===== config.mk =====
export PLATFORM = sky130hd
export DESIGN_NAME = ddr_wr_burst
export DESIGN_NICKNAME = d
export VERILOG_FILES = /design/src/rtl/ddr_wr_burst.sv
export SDC_FILE = /design/constraint.sdc
export NUM_CORES = 1
export LEC_CHECK = 0
export BUFFER_PORTS_ARGS = -buffer_cell sky130_fd_sc_hd__buf_2
export CELL_PAD_IN_SITES_DETAIL_PLACEMENT = 1
export CELL_PAD_IN_SITES_GLOBAL_PLACEMENT = 2
export CORE_AREA = 2 2 270 272
export CTS_BUF_LIST = sky130_fd_sc_hd__clkbuf_8 sky130_fd_sc_hd__clkbuf_16
export DETAILED_ROUTE_END_ITERATION = 10
export DIE_AREA = 0 0 272 274
export GPL_TIMING_DRIVEN = 0
export PLACE_DENSITY = 0.62
export SYNTH_ARGS = -nofsm -noshare
export SYNTH_HDL_FRONTEND = slang
export SYNTH_SLANG_ARGS = --single-unit

===== constraint.sdc =====
create_clock -name clk -period 5.1 [get_ports clk]
set_clock_uncertainty 0.2 [all_clocks]
set_input_delay 0.765 -clock clk [delete_from_list [all_inputs] [get_ports clk]]
set_output_delay 0.765 -clock clk [all_outputs]
set_load 0.02 [all_outputs]

===== src/rtl/ddr_wr_burst.sv =====
// AXI write-burst engine: walks a strided 2-D region of DDR, splitting each row
// into AXI bursts that never exceed MAX_LEN beats or cross a 4 KB page.
//
//  state  | meaning
//  IDLE   | waiting for start; done high
//  ADDR   | presenting the next chunk on AW (held off while MAX_OUT bursts are open)
//  DATA   | streaming the chunk's beats from din straight onto W
//  WAIT_B | all data sent; waiting for every outstanding B response
module ddr_wr_burst #(
    parameter int DDR_ADDR_W = 32,
    parameter int BURST_W    = 16,
    parameter int DATA_W     = 256,
    parameter int MAX_LEN    = 16,
    parameter int MAX_OUT    = 8
) (
    input  logic                  clk,
    input  logic                  rst,
    input  logic                  start,
    input  logic [DDR_ADDR_W-1:0] st_addr,
    input  logic [BURST_W-1:0]    burst,
    input  logic [DDR_ADDR_W-1:0] step,
    input  logic [BURST_W-1:0]    burst_num,
    output logic                  done,
    input  logic [DATA_W-1:0]     din,
    input  logic                  din_valid,
    output logic                  din_ready,
    output logic [DDR_ADDR_W-1:0] awaddr,
    output logic [7:0]            awlen,
    output logic                  awvalid,
    input  logic                  awready,
    output logic [DATA_W-1:0]     wdata,
    output logic [DATA_W/8-1:0]   wstrb,
    output logic                  wlast,
    output logic                  wvalid,
    input  logic                  wready,
    input  logic                  bvalid,
    output logic                  bready
);

    localparam int BEAT_W = BURST_W - 5;
    localparam int CW     = (BEAT_W > 13) ? BEAT_W : 13;
    localparam int CLW    = 9;
    localparam int OUT_W  = $clog2(MAX_OUT + 1);

    typedef enum logic [1:0] {IDLE, ADDR, DATA, WAIT_B} state_t;

    state_t                 state_q;
    logic                   done_q;
    logic [DDR_ADDR_W-1:0]  addr_q;
    logic [DDR_ADDR_W-1:0]  row_base_q;
    logic [DDR_ADDR_W-1:0]  step_q;
    logic [BEAT_W-1:0]      row_beats_q;
    logic [BEAT_W-1:0]      row_left_q;
    logic [BURST_W-1:0]     rows_left_q;
    logic [CLW-1:0]         chunk_left_q;
    logic [OUT_W-1:0]       out_q;
    logic [OUT_W-1:0]       out_d;

    logic [BEAT_W-1:0]      start_beats;
    logic [DDR_ADDR_W-1:0]  next_base;
    logic [CW-1:0]          bnd_beats;
    logic [CW-1:0]          chunk_beats;
    logic                   aw_hs;
    logic                   w_hs;
    logic                   b_hs;

    assign start_beats = BEAT_W'(burst >> 5);
    assign next_base   = row_base_q + step_q;

    // Beats left before the 4 KB page ends; address is always 32 B aligned here.
    assign bnd_beats = (CW'(4096) - CW'(addr_q[11:0])) >> 5;

    always_comb begin
        chunk_beats = CW'(row_left_q);
        if (chunk_beats > CW'(MAX_LEN)) chunk_beats = CW'(MAX_LEN);
        if (chunk_beats > bnd_beats)    chunk_beats = bnd_beats;
    end

    assign awvalid   = (state_q == ADDR) && (out_q < OUT_W'(MAX_OUT));
    assign awaddr    = addr_q;
    assign awlen     = 8'(chunk_beats - CW'(1));

    assign wvalid    = (state_q == DATA) && din_valid;
    assign din_ready = (state_q == DATA) && wready;
    assign wdata     = din;
    assign wstrb     = '1;
    assign wlast     = (state_q == DATA) && (chunk_left_q == CLW'(1));

    assign bready    = 1'b1;
    assign done      = done_q;

    assign aw_hs = awvalid && awready;
    assign w_hs  = wvalid && wready;
    assign b_hs  = bvalid && (out_q != '0);

    always_comb begin
        out_d = out_q;
        if (aw_hs && !b_hs)      out_d = out_q + OUT_W'(1);
        else if (!aw_hs && b_hs) out_d = out_q - OUT_W'(1);
    end

    always_ff @(posedge clk or negedge rst) begin
        if (!rst) begin
            state_q      <= IDLE;
            done_q       <= 1'b1;
            addr_q       <= '0;
            row_base_q   <= '0;
            step_q       <= '0;
            row_beats_q  <= '0;
            row_left_q   <= '0;
            rows_left_q  <= '0;
            chunk_left_q <= '0;
            out_q        <= '0;
        end else begin
            out_q <= out_d;
            case (state_q)
                IDLE: begin
                    done_q <= 1'b1;
                    if (start) begin
                        done_q      <= 1'b0;
                        addr_q      <= st_addr & ~DDR_ADDR_W'(31);
                        row_base_q  <= st_addr & ~DDR_ADDR_W'(31);
                        step_q      <= step & ~DDR_ADDR_W'(31);
                        row_beats_q <= start_beats;
                        row_left_q  <= start_beats;
                        rows_left_q <= burst_num;
                        if (start_beats != '0) state_q <= ADDR;
                    end
                end
                ADDR: begin
                    if (aw_hs) begin
                        chunk_left_q <= CLW'(chunk_beats);
                        state_q      <= DATA;
                    end
                end
                DATA: begin
                    if (w_hs) begin
                        addr_q       <= addr_q + DDR_ADDR_W'(32);
                        row_left_q   <= row_left_q - BEAT_W'(1);
                        chunk_left_q <= chunk_left_q - CLW'(1);
                        if (chunk_left_q == CLW'(1)) begin
                            state_q <= ADDR;
                            if (row_left_q == BEAT_W'(1)) begin
                                if (rows_left_q == '0) begin
                                    state_q <= WAIT_B;
                                end else begin
                                    rows_left_q <= rows_left_q - BURST_W'(1);
                                    row_base_q  <= next_base;
                                    addr_q      <= next_base;
                                    row_left_q  <= row_beats_q;
                                end
                            end
                        end
                    end
                end
                WAIT_B: begin
                    if (out_q == '0) begin
                        state_q <= IDLE;
                        done_q  <= 1'b1;
                    end
                end
                default: state_q <= IDLE;
            endcase
        end
    end

endmodule


==> flow_summary_export.csv, run 1 <==
group,metric,value,unit
synthesis,async_flop_share,100,%
global_route,grt_max_degree,93,
placement,placed_cell_area,14800,um2
sta,setup_viol,0,
global_route,antenna_found_initial,8,
final_layout,final_core_utilization,21.7,%
floorplanning,die_area,74500,um2
sta,maxSlewViolCount,0,
floorplanning,fp.coreArea,72000,um2
sta,maxSlewHeadroom,28.8,%
drt,first_iter_violations,532,
synthesis,syn-cell-area,11400,um2
pwr,p_per_area,547,nW/um2
placement,pre_cts_slack,-0.321,ns
drt,ant_nets,0,
placement,place_hpwl,43.3,mm
global_route,grt_pass1_vias,11902,
sta,max_freq,0.206,GHz
pwr,vdd_drop_max,0.327,mV
min_path,hold_path.class,"in -> async",
sta,min_period,4.86,ns
final_layout,syn_to_final_growth,36.3,%
drt,vias_per_cell,4.11,
worst_setup_path,r2r-start,"rows_left_q[0]",
synthesis,yosysSeqAreaShare,29.7,%
clock_tree,cts_buffers,17,
drt,routed_wl,53.8,mm
sta,finalHoldViolCount,0,
worst_setup_path,r2r_cells,12,
clock_tree,cts_tree,"done",
global_route,grt_remaining_overflow,0,
pwr,power,0.00854,W
final_layout,final_common_cell,"buf_2",
clock_tree,htreeDepth,4,
clock_tree,hold_buffers,0,
sta,worst_slack,0.244,ns
final_layout,fin_area,15600,um2
drt,route.vias.total,11882,
worst_setup_path,crit_arrival,3.89,ns
drt,drc,0,
clock_tree,clk_pin_slew_worst_paths,0.07,ns
synthesis,syn_area_per_cell,7.81,um2
global_route,grt_pass1_wl,76.8,mm
synthesis,ys_ff_latch,136,
run,maxCapViolCount,0,
final_layout,final_nets,2326,
synthesis,netlist_instances,1465,
worst_setup_path,timing.rr.end,"row_base_q[12]",
pwr,pwr-share-comb,58.6,%
sta,holdWs,0.0104,ns
synthesis,synthFlopType,"dfrtp_1",
pwr,p_sw,0.00430,W
drt,first_pass_iters,5,
run_status,status,"finished clean",
sta,period_share,95.2,%
worst_setup_path,end_kind,"output pin",
pwr,internal-power,0.00424,W
floorplanning,start_util,15.9,%
synthesis,ys_top_cells_by_area,"dfrtp_1 (30%), buf_4 (19%), nand2_1 (8.0%)",
clock_tree,cts_root_buf,"clkbuf_16",
floorplanning,ios,693,
pwr,clkPwrFrac,15.8,%
floorplanning,die_y,274,um
floorplanning,num_rows,99,
final_layout,final_layout_size_suffix_gt1_share,40.7,%
synthesis,synth_area_leader_cell,"dfrtp_1",
final_layout,final_cell_mix,"buf_2 (394), buf_4 (311), nand2_1 (243)",
clock_tree,worstSkewPairLatency,0.46,ns
synthesis,synthDistinctLibCells,71,
worst_setup_path,startpoint_type,"register",
pwr,seq_power_share,25.6,%
pwr,switching_share,50.3,%
sta,tightest_slew,1.07,ns
floorplanning,chipWidth,272,um
worst_setup_path,crit_path_start,"awaddr[9]",
worst_setup_path,critPathMaxFanout,10,
placement,gp_congestion,0.842,
worst_setup_path,cp.required,4.14,ns
placement,port_buffers,388,
synthesis,synth_top_area_share,29.5,%
pwr,leakage,7.54,nW
clock_tree,max-clock-path-buffers,2,
synthesis,ys_warn_count,0,
worst_setup_path,path_class,"reg -> out",
drt,wire_per_inst,18.6,um
global_route,grtUsageTotal,13.8,%
clock_tree,cts_sinks,136,
worst_setup_path,r2r_slack,0.96,ns
synthesis,synth_edf_count,0,
[state kept, by name (all words and copies together), names as in the netlist]
| name | count |
|---|---|
| awaddr | 28 |
| row_base_q | 27 |
| step_q | 27 |
| rows_left_q | 16 |
| row_beats_q | 11 |
| row_left_q | 11 |
| chunk_left_q | 9 |
| out_q | 4 |
| state_q | 2 |
| done | 1 |
[logic make-up after synthesis]
| group | count (synthesis) | synth area share, % |
|---|---|---|
| simple gates | 495 | 19.2 |
| buf+inv | 387 | 22.5 |
| compound gates | 331 | 17.8 |
| flops | 136 | 29.7 |
| xor+xnor | 55 | 4.21 |
| fa+ha+maj | 49 | 5.49 |
| mux | 10 | 0.940 |
| other cells | 2 | 0.0656 |
[repair_timing]
| item | in CTS | in global routing |
|---|---|---|
| endpoints found under the setup margin | 8 | 6 |
| gates resized for setup | 20 | 18 |
| pin swaps | 2 | 3 |
| setup buffers | 3 | 11 |
[worst max-delay path: stages (launching register included)]
cell,delay (ns)
dfrtp_1,0.56
nand2b_1,0.27
or2_2,0.33
xor2_4,0.15
inv_1,0.08
ha_1,0.29
nand4_1,0.12
a21oi_1,0.06
o31a_1,0.29
o22a_4,0.26
buf_4,0.19
a21oi_4,0.17
ha_2,0.22
nand3_1,0.08
xor2_1,0.19
buf_4,0.17
[final cells by class]
| cell class | instances | area [um2] |
|---|---|---|
| plain buffers | 349 | 2440 |
| well taps | 959 | 1200 |
| flip-flops and latches | 136 | 3410 |
| inverters | 35 | 131 |
| multi-input cells | 976 | 5730 |
| fillers | 8754 | 56400 |
| clock inverters | 13 | 156 |
| repair buffers | 403 | 2090 |
| clock buffers | 19 | 453 |
| diodes | 1 | 2.50 |
[Yosys cell counts (4+ instances only)]
| library cell | instances |
|---|---|
| a211oi_1 | 14 |
| a21o_1 | 10 |
| a21oi_1 | 106 |
| a22oi_1 | 5 |
| a31oi_1 | 19 |
| and2_1 | 13 |
| and3_1 | 17 |
| buf_2 | 8 |
| buf_4 | 295 |
| clkbuf_1 | 46 |
| dfrtp_1 | 135 |
| ha_1 | 47 |
| inv_1 | 35 |
| mux2_2 | 6 |
| mux2i_1 | 4 |
| nand2_1 | 244 |
| nand2b_1 | 8 |
| nand3_1 | 32 |
| nand4_1 | 8 |
| nor2_1 | 97 |
| nor2b_1 | 9 |
| nor3_1 | 28 |
| nor4_1 | 8 |
| o211ai_1 | 11 |
| o21a_1 | 11 |
| o21ai_0 | 60 |
| o21ai_1 | 26 |
| o21bai_1 | 7 |
| o221ai_1 | 4 |
| o22a_1 | 7 |
| o22ai_1 | 10 |
| o31ai_1 | 6 |
| or2_2 | 5 |
| or3_1 | 11 |
| xnor2_1 | 33 |
| xor2_1 | 22 |
[per-layer routing]
| metal | track usage [%] | wire [um] | vias to the layer above |
|---|---|---|---|
| li1 | - | - | 5587 |
| met1 | 17.6 | 23300 | 5829 |
| met2 | 23.9 | 26700 | 412 |
| met3 | 2.70 | 2970 | 50 |
| met4 | 3.35 | 865 | 4 |
| met5 | 0 | 25 | - |
[power by group through the flow]
stage               sequential (W)  clock (W)  combinational (W)
floorplan                  0.00208          0            0.00318
global route               0.00227    0.00142            0.00556
global placement           0.00214          0            0.00479
CTS                        0.00219    0.00138            0.00493
finish                     0.00219    0.00135            0.00501
detailed placement         0.00217          0            0.00490
[worst max path at each step]
stage,cells after the start,end,slack [ns]
6_report,15,awlen[6],0.24
5_1_grt,17,awlen[6],-0.03
4_1_cts,16,awlen[4],0.02
3_5_place_dp,18,awlen[4],-0.32
3_3_place_gp,18,awlen[4],-0.34
2_1_floorplan,17,awlen[4],0.10
[through the flow]
stage	setup TNS, ns	cells
floorplan	0	1499
global placement	-1.01	2846
detailed placement	-0.988	2847
CTS	0	2879
global route	-0.0562	2890
finish	0	2891
(Power assumes the default switching activity.)
==> run 2: changes to the inputs <==
REMOVE_ABC_BUFFERS = 1   (was default)
==> run 2 against run 1 <==
  * Cell count is 20% lower
  * Setup slack worse by 0.073 ns
  * Sequential power hardly changed
  * Sequential share of layout area is 6.2 points higher
  * Design area is 22% lower
  * Via count is 8.9% lower
  * First-iteration DRC count is 55% higher
==> flow_summary_export.csv, run 2 (synthesis results as in run 1) <==
group,metric,value,unit
sta,setup_viol,0,
floorplanning,start_util,15.9,%
pwr,clkPwrFrac,16.4,%
worst_setup_path,timing.rr.end,"row_base_q[31]",
pwr,switching_share,50.1,%
final_layout,largest_reg_flops,28,
global_route,grt_remaining_overflow,0,
worst_setup_path,end_kind,"output pin",
min_path,hold_path.class,"in -> async",
worst_setup_path,path_class,"reg -> out",
run,maxCapViolCount,0,
sta,period_share,96.6,%
worst_setup_path,r2r-start,"rows_left_q[0]",
global_route,grtUsageTotal,32.6,%
sta,tightest_slew,1.25,ns
sta,min_period,4.93,ns
floorplanning,fp.coreArea,72000,um2
global_route,grt_max_degree,84,
worst_setup_path,startpoint_type,"register",
placement,gp_congestion,1.23,
final_layout,final_core_utilization,16.9,%
final_layout,final_layout_size_suffix_gt1_share,18.7,%
pwr,vdd_drop_max,0.241,mV
clock_tree,cts_sinks,136,
global_route,antenna_found_initial,4,
clock_tree,clk_pin_slew_worst_paths,0.07,ns
clock_tree,cts_root_buf,"clkbuf_16",
clock_tree,htreeDepth,4,
global_route,grt_pass1_vias,10154,
floorplanning,ios,693,
floorplanning,num_rows,99,
worst_setup_path,crit_path_start,"awaddr[3]",
worst_setup_path,critPathMaxFanout,9,
clock_tree,max-clock-path-buffers,2,
clock_tree,cts_buffers,17,
drt,vias_per_cell,4.70,
drt,drc,0,
run_status,status,"finished clean",
drt,wire_per_inst,54.1,um
worst_setup_path,r2r_cells,11,
pwr,pwr-share-comb,56.3,%
worst_setup_path,r2r_slack,0.37,ns
sta,finalHoldViolCount,0,
placement,pre_cts_slack,-0.212,ns
sta,maxSlewViolCount,0,
clock_tree,cts_tree,"done",
placement,placed_cell_area,11300,um2
worst_setup_path,cp.required,4.14,ns
floorplanning,die_area,74500,um2
final_layout,final_common_cell,"nand2_1",
final_layout,final_cell_mix,"nand2_1 (241), buf_2 (131), dfrtp_1 (130)",
clock_tree,hold_buffers,0,
worst_setup_path,crit_arrival,3.96,ns
drt,first_iter_violations,824,
placement,place_hpwl,112,mm
drt,ant_nets,0,
final_layout,syn_to_final_growth,6.07,%
drt,routed_wl,124,mm
floorplanning,die_y,274,um
sta,holdWs,0.00997,ns
drt,first_pass_iters,5,
pwr,p_per_area,657,nW/um2
pwr,leakage,5.14,nW
final_layout,fin_area,12100,um2
pwr,internal-power,0.00398,W
pwr,seq_power_share,27.4,%
sta,max_freq,0.203,GHz
clock_tree,worstSkewPairLatency,0.50,ns
final_layout,stdcell_count,2301,
worst_setup_path,endpoint,"awlen[7]",
placement,port_buffers,132,
pwr,p_sw,0.00399,W
floorplanning,chipWidth,272,um
final_layout,final_nets,1735,
placement,dp_cells,2249,
sta,maxSlewHeadroom,16.6,%
global_route,grt_pass1_wl,147,mm
drt,route.vias.total,10820,
sta,worst_slack,0.171,ns
run 2: what timing repair did:
item,4_1_cts,5_1_grt
setup endpoints to repair,10,8
buffers inserted,4,13
gates resized for setup,20,17
pin swaps,2,2
gates cloned,0,1
hold endpoints to repair,0,0
run 2: metal layers:
layer  track usage [%]  up-vias  share of wire [%]
li1                  -     4412                  -
met1              16.4     5081                 18
met2              49.7     1100                 43
met3              41.3      189                 27
met4              28.1       38                 10
met5              19.3        -                1.5
run 2: worst max-delay path, cell delays in order (launching register included):
cell,delay [ns]
dfrtp_2,0.48
inv_2,0.10
ha_1,0.14
nand2b_1,0.11
or2_2,0.34
xor2_2,0.19
inv_1,0.10
ha_1,0.32
nand4_1,0.12
a21oi_1,0.06
o31a_1,0.28
o22a_4,0.25
buf_4,0.20
mux2i_2,0.20
and2_4,0.18
a21oi_1,0.06
a21o_1,0.17
buf_2,0.16
run 2: power by group through the flow:
stage / Sequential [W] / Combinational, W / Clock, W
5_1_grt: 0.00226 / 0.00495 / 0.00138
3_3_place_gp: 0.00215 / 0.00412 / 0
2_1_floorplan: 0.00210 / 0.00279 / 0
4_1_cts: 0.00216 / 0.00437 / 0.00135
3_5_place_dp: 0.00217 / 0.00428 / 0
6_report: 0.00218 / 0.00449 / 0.00131
run 2: area by class of cell:
type,instances,area (um2)
fill,8632,59800
multi-input combinational,977,5780
sequential,136,3410
tap,959,1200
timing repair buffer,160,1040
clock buffer,19,453
inverter,35,131
clock inverter,13,121
antenna,2,5.00
run 2: stage by stage:
step | setup TNS (ns) | total power (W)
global route | -0.0120 | 0.00859
global placement | -472.97 | 0.00627
floorplan | -16.02 | 0.00489
finish | 0 | 0.00798
detailed placement | -0.517 | 0.00645
CTS | 0 | 0.00789
run 2: worst min path at each step:
stage                     from  slack (ns)              end  depth (start not counted)
2_1_floorplan   row_base_q[12]        0.25   row_base_q[12]                          2
3_3_place_gp   row_beats_q[10]        0.26  row_beats_q[10]                          2
3_5_place_dp   row_beats_q[10]        0.26  row_beats_q[10]                          2
4_1_cts                    rst       0.009  chunk_left_q[5]                          1
5_1_grt                    rst        0.03  chunk_left_q[5]                          1
6_report                   rst        0.01  chunk_left_q[4]                          1
